$ cat src/rtl/butterfly_r2_pipe.sv
// Four-stage pipelined radix-2 DIT butterfly: out0 = in0 + in1*W, out1 = in0 - in1*W.
// Optional round-half-up in the twiddle product stage: define BUTTERFLY_ROUND_EN.
module butterfly_r2_pipe #(
    parameter int N = 16,
    parameter int Q = 8
) (
    input  logic         i_clk,
    input  logic         i_rst,
    input  logic         i_valid,
    output logic         o_ready,
    input  logic         i_scale,
    input  logic [N-1:0] i_in0_re,
    input  logic [N-1:0] i_in0_im,
    input  logic [N-1:0] i_in1_re,
    input  logic [N-1:0] i_in1_im,
    input  logic [N-1:0] i_twiddle_re,
    input  logic [N-1:0] i_twiddle_im,
    output logic         o_valid,
    input  logic         i_out_ready,
    output logic [N-1:0] o_out0_re,
    output logic [N-1:0] o_out0_im,
    output logic [N-1:0] o_out1_re,
    output logic [N-1:0] o_out1_im,
    output logic         o_ovf,
    input  logic         i_ovf_clr
);

    typedef logic signed [N-1:0]   word_t;
    typedef logic signed [2*N-1:0] prod_t;
    typedef logic signed [2*N:0]   acc_t;
    typedef logic signed [N+1:0]   twid_t;
    typedef logic signed [N+2:0]   sum_t;

`ifdef BUTTERFLY_ROUND_EN
    localparam acc_t RND = acc_t'(2 ** (Q - 1));
`else
    localparam acc_t RND = acc_t'(0);
`endif

    localparam sum_t SMAX = {4'b0000, {(N-1){1'b1}}};
    localparam sum_t SMIN = {4'b1111, {(N-1){1'b0}}};

    // Returns {saturated, result}.
    function automatic logic [N:0] f_bfly(input word_t a, input twid_t t,
                                          input logic sub, input logic sc);
        sum_t s;
        if (sub) s = {{3{a[N-1]}}, a} - {t[N+1], t};
        else     s = {{3{a[N-1]}}, a} + {t[N+1], t};
        if (sc) s = s >>> 1;
        if (s > SMAX)      return {1'b1, 1'b0, {(N-1){1'b1}}};
        else if (s < SMIN) return {1'b1, 1'b1, {(N-1){1'b0}}};
        else               return {1'b0, s[N-1:0]};
    endfunction

    logic  w_en;
    logic  r_v1, r_v2, r_v3;
    logic  r_sc1, r_sc2, r_sc3;
    word_t r_a_re1, r_a_im1, r_b_re1, r_b_im1, r_w_re1, r_w_im1;
    word_t r_a_re2, r_a_im2, r_a_re3, r_a_im3;
    prod_t r_rr, r_ii, r_ri, r_ir;
    twid_t r_t_re, r_t_im;
    logic [N:0] w_r0_re, w_r0_im, w_r1_re, w_r1_im;
    logic  w_sat;

    assign w_en    = ~o_valid | i_out_ready;
    assign o_ready = w_en;

    assign w_r0_re = f_bfly(r_a_re3, r_t_re, 1'b0, r_sc3);
    assign w_r0_im = f_bfly(r_a_im3, r_t_im, 1'b0, r_sc3);
    assign w_r1_re = f_bfly(r_a_re3, r_t_re, 1'b1, r_sc3);
    assign w_r1_im = f_bfly(r_a_im3, r_t_im, 1'b1, r_sc3);
    assign w_sat   = w_r0_re[N] | w_r0_im[N] | w_r1_re[N] | w_r1_im[N];

    always_ff @(posedge i_clk) begin
        if (i_rst) begin
            r_v1 <= 1'b0; r_v2 <= 1'b0; r_v3 <= 1'b0; o_valid <= 1'b0;
            r_sc1 <= 1'b0; r_sc2 <= 1'b0; r_sc3 <= 1'b0;
            r_a_re1 <= '0; r_a_im1 <= '0; r_b_re1 <= '0; r_b_im1 <= '0;
            r_w_re1 <= '0; r_w_im1 <= '0;
            r_a_re2 <= '0; r_a_im2 <= '0; r_a_re3 <= '0; r_a_im3 <= '0;
            r_rr <= '0; r_ii <= '0; r_ri <= '0; r_ir <= '0;
            r_t_re <= '0; r_t_im <= '0;
            o_out0_re <= '0; o_out0_im <= '0; o_out1_re <= '0; o_out1_im <= '0;
        end else if (w_en) begin
            // S1: operand capture
            r_v1    <= i_valid;
            r_sc1   <= i_scale;
            r_a_re1 <= i_in0_re;
            r_a_im1 <= i_in0_im;
            r_b_re1 <= i_in1_re;
            r_b_im1 <= i_in1_im;
            r_w_re1 <= i_twiddle_re;
            r_w_im1 <= i_twiddle_im;
            // S2: products
            r_v2    <= r_v1;
            r_sc2   <= r_sc1;
            r_a_re2 <= r_a_re1;
            r_a_im2 <= r_a_im1;
            r_rr    <= prod_t'(r_b_re1) * prod_t'(r_w_re1);
            r_ii    <= prod_t'(r_b_im1) * prod_t'(r_w_im1);
            r_ri    <= prod_t'(r_b_re1) * prod_t'(r_w_im1);
            r_ir    <= prod_t'(r_b_im1) * prod_t'(r_w_re1);
            // S3: rescale to Q, kept at N+2 bits
            r_v3    <= r_v2;
            r_sc3   <= r_sc2;
            r_a_re3 <= r_a_re2;
            r_a_im3 <= r_a_im2;
            r_t_re  <= twid_t'((acc_t'(r_rr) - acc_t'(r_ii) + RND) >>> Q);
            r_t_im  <= twid_t'((acc_t'(r_ri) + acc_t'(r_ir) + RND) >>> Q);
            // S4: bubbles leave the output registers at their last value
            o_valid <= r_v3;
            if (r_v3) begin
                o_out0_re <= w_r0_re[N-1:0];
                o_out0_im <= w_r0_im[N-1:0];
                o_out1_re <= w_r1_re[N-1:0];
                o_out1_im <= w_r1_im[N-1:0];
            end
        end
    end

    always_ff @(posedge i_clk) begin
        if (i_rst)                    o_ovf <= 1'b0;
        else if (w_en & r_v3 & w_sat) o_ovf <= 1'b1;
        else if (i_ovf_clr)           o_ovf <= 1'b0;
    end

endmodule

$ cat config.mk
export PLATFORM = sky130hd
export DESIGN_NAME = butterfly_r2_pipe
export DESIGN_NICKNAME = d
export VERILOG_FILES = /design/src/rtl/butterfly_r2_pipe.sv
export SDC_FILE = /design/constraint.sdc
export NUM_CORES = 2
export LEC_CHECK = 0
export CAP_MARGIN = 20
export CORE_MARGIN = 2
export CORE_UTILIZATION = 41
export DETAILED_ROUTE_END_ITERATION = 8
export SLEW_MARGIN = 20
export SYNTH_ARGS = -nofsm -noshare
export SYNTH_HDL_FRONTEND = slang
export SYNTH_SLANG_ARGS = --single-unit
$ cat constraint.sdc
create_clock -name i_clk -period 9.9 [get_ports i_clk]
set_input_delay 1.485 -clock i_clk [delete_from_list [all_inputs] [get_ports i_clk]]
set_output_delay 1.485 -clock i_clk [all_outputs]
set_load 0.03 [all_outputs]
==> flow_metrics.env <==
export IMPL_outcome="complete, no violations"
export IMPL_die_area_sq_um=130000
export IMPL_avgViaCountPerCell=5.13
export IMPL_layout_setup_ws_ns=2.88
export IMPL_clockPowerShare=0.194
export IMPL_grt_overflow_total=0
export IMPL_worstSetupEndpointType="flop"
export IMPL_cts_inserted_buffers=47
export IMPL_dpl_instance_area_sq_um=55200
export IMPL_maxSlewViolCount=0
export IMPL_worstSkewPairLatency_ns=0.67
export IMPL_seq_area_frac_synth=0.143
export IMPL_pwr_share_comb=0.602
export IMPL_async_reset_ff_frac=0
export IMPL_ys_warn_count=0
export IMPL_endpoint="r_rr[24]"
export IMPL_maxCapViolCount=0
export IMPL_cp_startpoint="r_w_re1[15]"
export IMPL_grt_pass1_wl_um=234000
export IMPL_fin_nets=7538
export IMPL_die_width_um=361
export IMPL_startpoint_type="flop"
export IMPL_antenna_found_initial=0
export IMPL_rows=130
export IMPL_netlist_instances=6218
export IMPL_cpMaxStageDelayCell="dfxtp_1"
export IMPL_clkTransAtPathRegs_ns=0.06
export IMPL_route_detailed_wl_per_inst_um=18.3
export IMPL_critPathKind="flop to flop"
export IMPL_worstMarginPinSlew_ns=1.05
export IMPL_grt_start_max_net_pins=197
export IMPL_worstPathRequired_ns=10.46
export IMPL_grt_pass1_vias=42020
export IMPL_totalWireLength_um=144000
export IMPL_syn_nets=7580
export IMPL_cp_max_fo=15
export IMPL_path_delay_family="adder cells"
export IMPL_core_area_sq_um=126000
export IMPL_final_setup_tns_ns=0
export IMPL_min_period_over_period=0.709
export IMPL_postLayoutCoreUtil=0.452
export IMPL_drtAntennaViolNets=0
export IMPL_start_util=0.414
export IMPL_boundaryPins=169
export IMPL_fin_cells=7865
export IMPL_first_pass_iters=5
export IMPL_fin_worst_skew_ns=0.0762
export IMPL_ir_worst_vdd_uv=172
export IMPL_dr_first_iter_drc_count=2751
export IMPL_cts_tree="yes"
export IMPL_grt_util_all_layers=0.226
export IMPL_worstReg2RegEnd="r_rr[24]"
export IMPL_dpl_hpwl_um=112000
export IMPL_rsz0062_at_grt="false"
export IMPL_drive_gt1_frac=0.0372
export IMPL_synth_avg_cell_area_sq_um=8.39
export IMPL_num_vias=40335
export IMPL_post_cts_buffers=0
export IMPL_reg2reg_from="r_w_re1[15]"
export IMPL_p_per_area_nw_per_um2=172
export IMPL_cts_sinks=372
export IMPL_worstPathCellList="inv_1, nor2_1, fa_1, fa_1, fa_1, fa_1, fa_1, inv_1, fa_1, inv_1, ha_1, a21o_1, a21o_1, a211o_1, or3_1, o211ai_1, a21oi_1, o21ai_0, nand3_1, a32o_1"
export IMPL_fillCellCount=12576
export IMPL_crit_path_max_incr_delay_ns=0.77
export IMPL_syn_area_sq_um=52100
export IMPL_area_growth_pct=9.04
export IMPL_maxSlewHeadroom=0.299
export IMPL_crit_path_frequent_cell="fa_1"
export IMPL_hold_buffers=0
export IMPL_port_buffers=168
export IMPL_p_leak_nw=27.2
export IMPL_seqPwrFrac=0.204
export IMPL_fmax_ghz=0.142
export IMPL_power_mw=9.77
export IMPL_ff2ff_setup_slack_ns=2.88
export IMPL_p_sw_frac=0.466
export IMPL_cts_resized=0
export IMPL_dp_cells=7777
export IMPL_yosysUniqueCellTypes=99
export IMPL_finalSetupViolCount=0
export IMPL_drc=0
export IMPL_ys_flop_type="dfxtp_1"
export IMPL_gp_congestion=0.925
export IMPL_p_sw_mw=4.55
export IMPL_crit_cells=20
export IMPL_fin_area_sq_um=56900
export IMPL_die_y_um=361
export IMPL_hold_viol=0
export IMPL_worstHoldPathType="flop to flop"
export IMPL_whs_ns=0.435
export IMPL_arrival_ns=7.58
export IMPL_root_buffer="clkbuf_16"
export IMPL_cts_buffer_depth=3
export IMPL_htreeDepth=2
export IMPL_ys_ff_latch=372
export IMPL_place_ws_ns=2.87
export IMPL_diodes=0
export IMPL_reg2regPathDepth=20
export IMPL_intPower_mw=5.21
export IMPL_crit_buf_inv=3
export IMPL_post_route_min_period_ns=7.02
export IMPL_synth_edf_count=0
[tightest hold or removal path, stage by stage (launching register included)]
cell and delay [ns]:
dfxtp_1 0.31, nand2_1 0.05, a21oi_1 0.05
[registers in the layout, summed over array words and instances, names as in the netlist, 18 cells and up]
register	cells
r_t_im	18
r_ir	26
r_ri	26
r_rr	26
r_t_re	18
r_ii	26
[cell usage in the layout (no fill, tap or decap), drive strengths merged, types with 29 or more instances in the layout]
cell	instances
fa	840
ha	420
xnor2	170
a21oi	431
and2	471
nor2	182
nand2b	64
a211oi	31
nand2	1073
o21ai	159
inv	1138
dfxtp	372
clkbuf	59
nor3	29
xor2	67
buf	78
clkdlybuf4s50	167
a21o	70
[layer usage]
| metal | GRT usage | up-vias | part of all wire |
|---|---|---|---|
| met3 | 0.0289 | 165 | 0.055 |
| met1 | 0.315 | 20182 | 0.46 |
| met5 | 0 | - | 0 |
| li1 | - | 18958 | - |
| met4 | 0.0580 | 0 | 0.028 |
| met2 | 0.372 | 1030 | 0.46 |
[power groups by stage]
stage	registers [mW]	logic [mW]	clock network, mW
finish	1.99	5.88	1.90
global route	2.01	6.58	2.00
CTS	1.99	5.84	1.95
detailed placement	2.02	5.79	0
global placement	2.02	5.72	0
floorplan	1.90	4.19	0
[kinds of logic after synthesis]
group | count (synthesis) | synth area share
AND/OR/NAND/NOR | 1944 | 0.174
buffers and inverters | 1473 | 0.108
adder cells (fa/ha/maj) | 1260 | 0.423
AO/OA/AOI/OAI | 913 | 0.109
flip-flops | 372 | 0.143
XOR/XNOR | 237 | 0.0398
multiplexers | 19 | 0.00367
[Yosys cell counts (6+ instances only)]
library cell  count  area, sq um
o21a_1           25          188
clkbuf_1        300         1130
dfxtp_1         372         7450
o22ai_1          11         68.8
nor4_1            6         37.5
a211o_1          11         96.3
ha_1            420         5260
or2_2            11         68.8
inv_1          1134         4260
fa_1            840        16800
xnor2_1         170         1490
nor4b_1           6         52.6
and2_1          470         2940
buf_6             8         90.1
a21boi_0          7         52.6
buf_1             8         30.0
mux2i_1          18          180
nor2b_1          21          131
nand3_1          25          125
a21bo_2           6         60.1
and3_1           11         68.8
nor3_1           28          140
a31oi_1          17          106
a21oi_1         425         2130
a21o_1           69          518
o31a_1            7         61.3
buf_2            17         85.1
nand2b_1         64          400
nor2_1          181          679
a22o_1            6         52.6
o21ai_0         151          756
o21bai_1         24          180
xor2_1           67          587
or3_1             6         37.5
a211oi_1         31          233
o21ai_1           6         30.0
o211ai_1         26          195
nand2_1        1073         4030
nor3b_1           7         52.6
o31ai_1          11         82.6
[area by class of cell]
class,instances,area [sq um],area share
Tap cell,1650,2060,0.0363
Multi-Input combinational cell,4373,39100,0.688
Sequential cell,372,7450,0.131
Clock buffer,59,1330,0.0234
Clock inverter,29,363,0.00638
Timing Repair Buffer,245,2280,0.0401
Inverter,1137,4280,0.0752
[how the worst min path moves through the flow]
| stage | slack (ns) | startpoint | to | depth (start not counted) |
|---|---|---|---|---|
| after floorplan | 0.43 | r_ii[18] | r_ii[18] | 2 |
| after global routing | 0.46 | r_w_re1[13] | r_w_re1[13] | 2 |
| after detailed placement | 0.44 | r_rr[0] | r_rr[0] | 2 |
| after global placement | 0.44 | r_ir[20] | r_ir[20] | 2 |
| after CTS | 0.43 | r_a_im2[13] | r_a_im3[13] | 2 |
| final | 0.44 | r_a_im2[13] | r_a_im3[13] | 2 |
(Power assumes the default switching activity.)
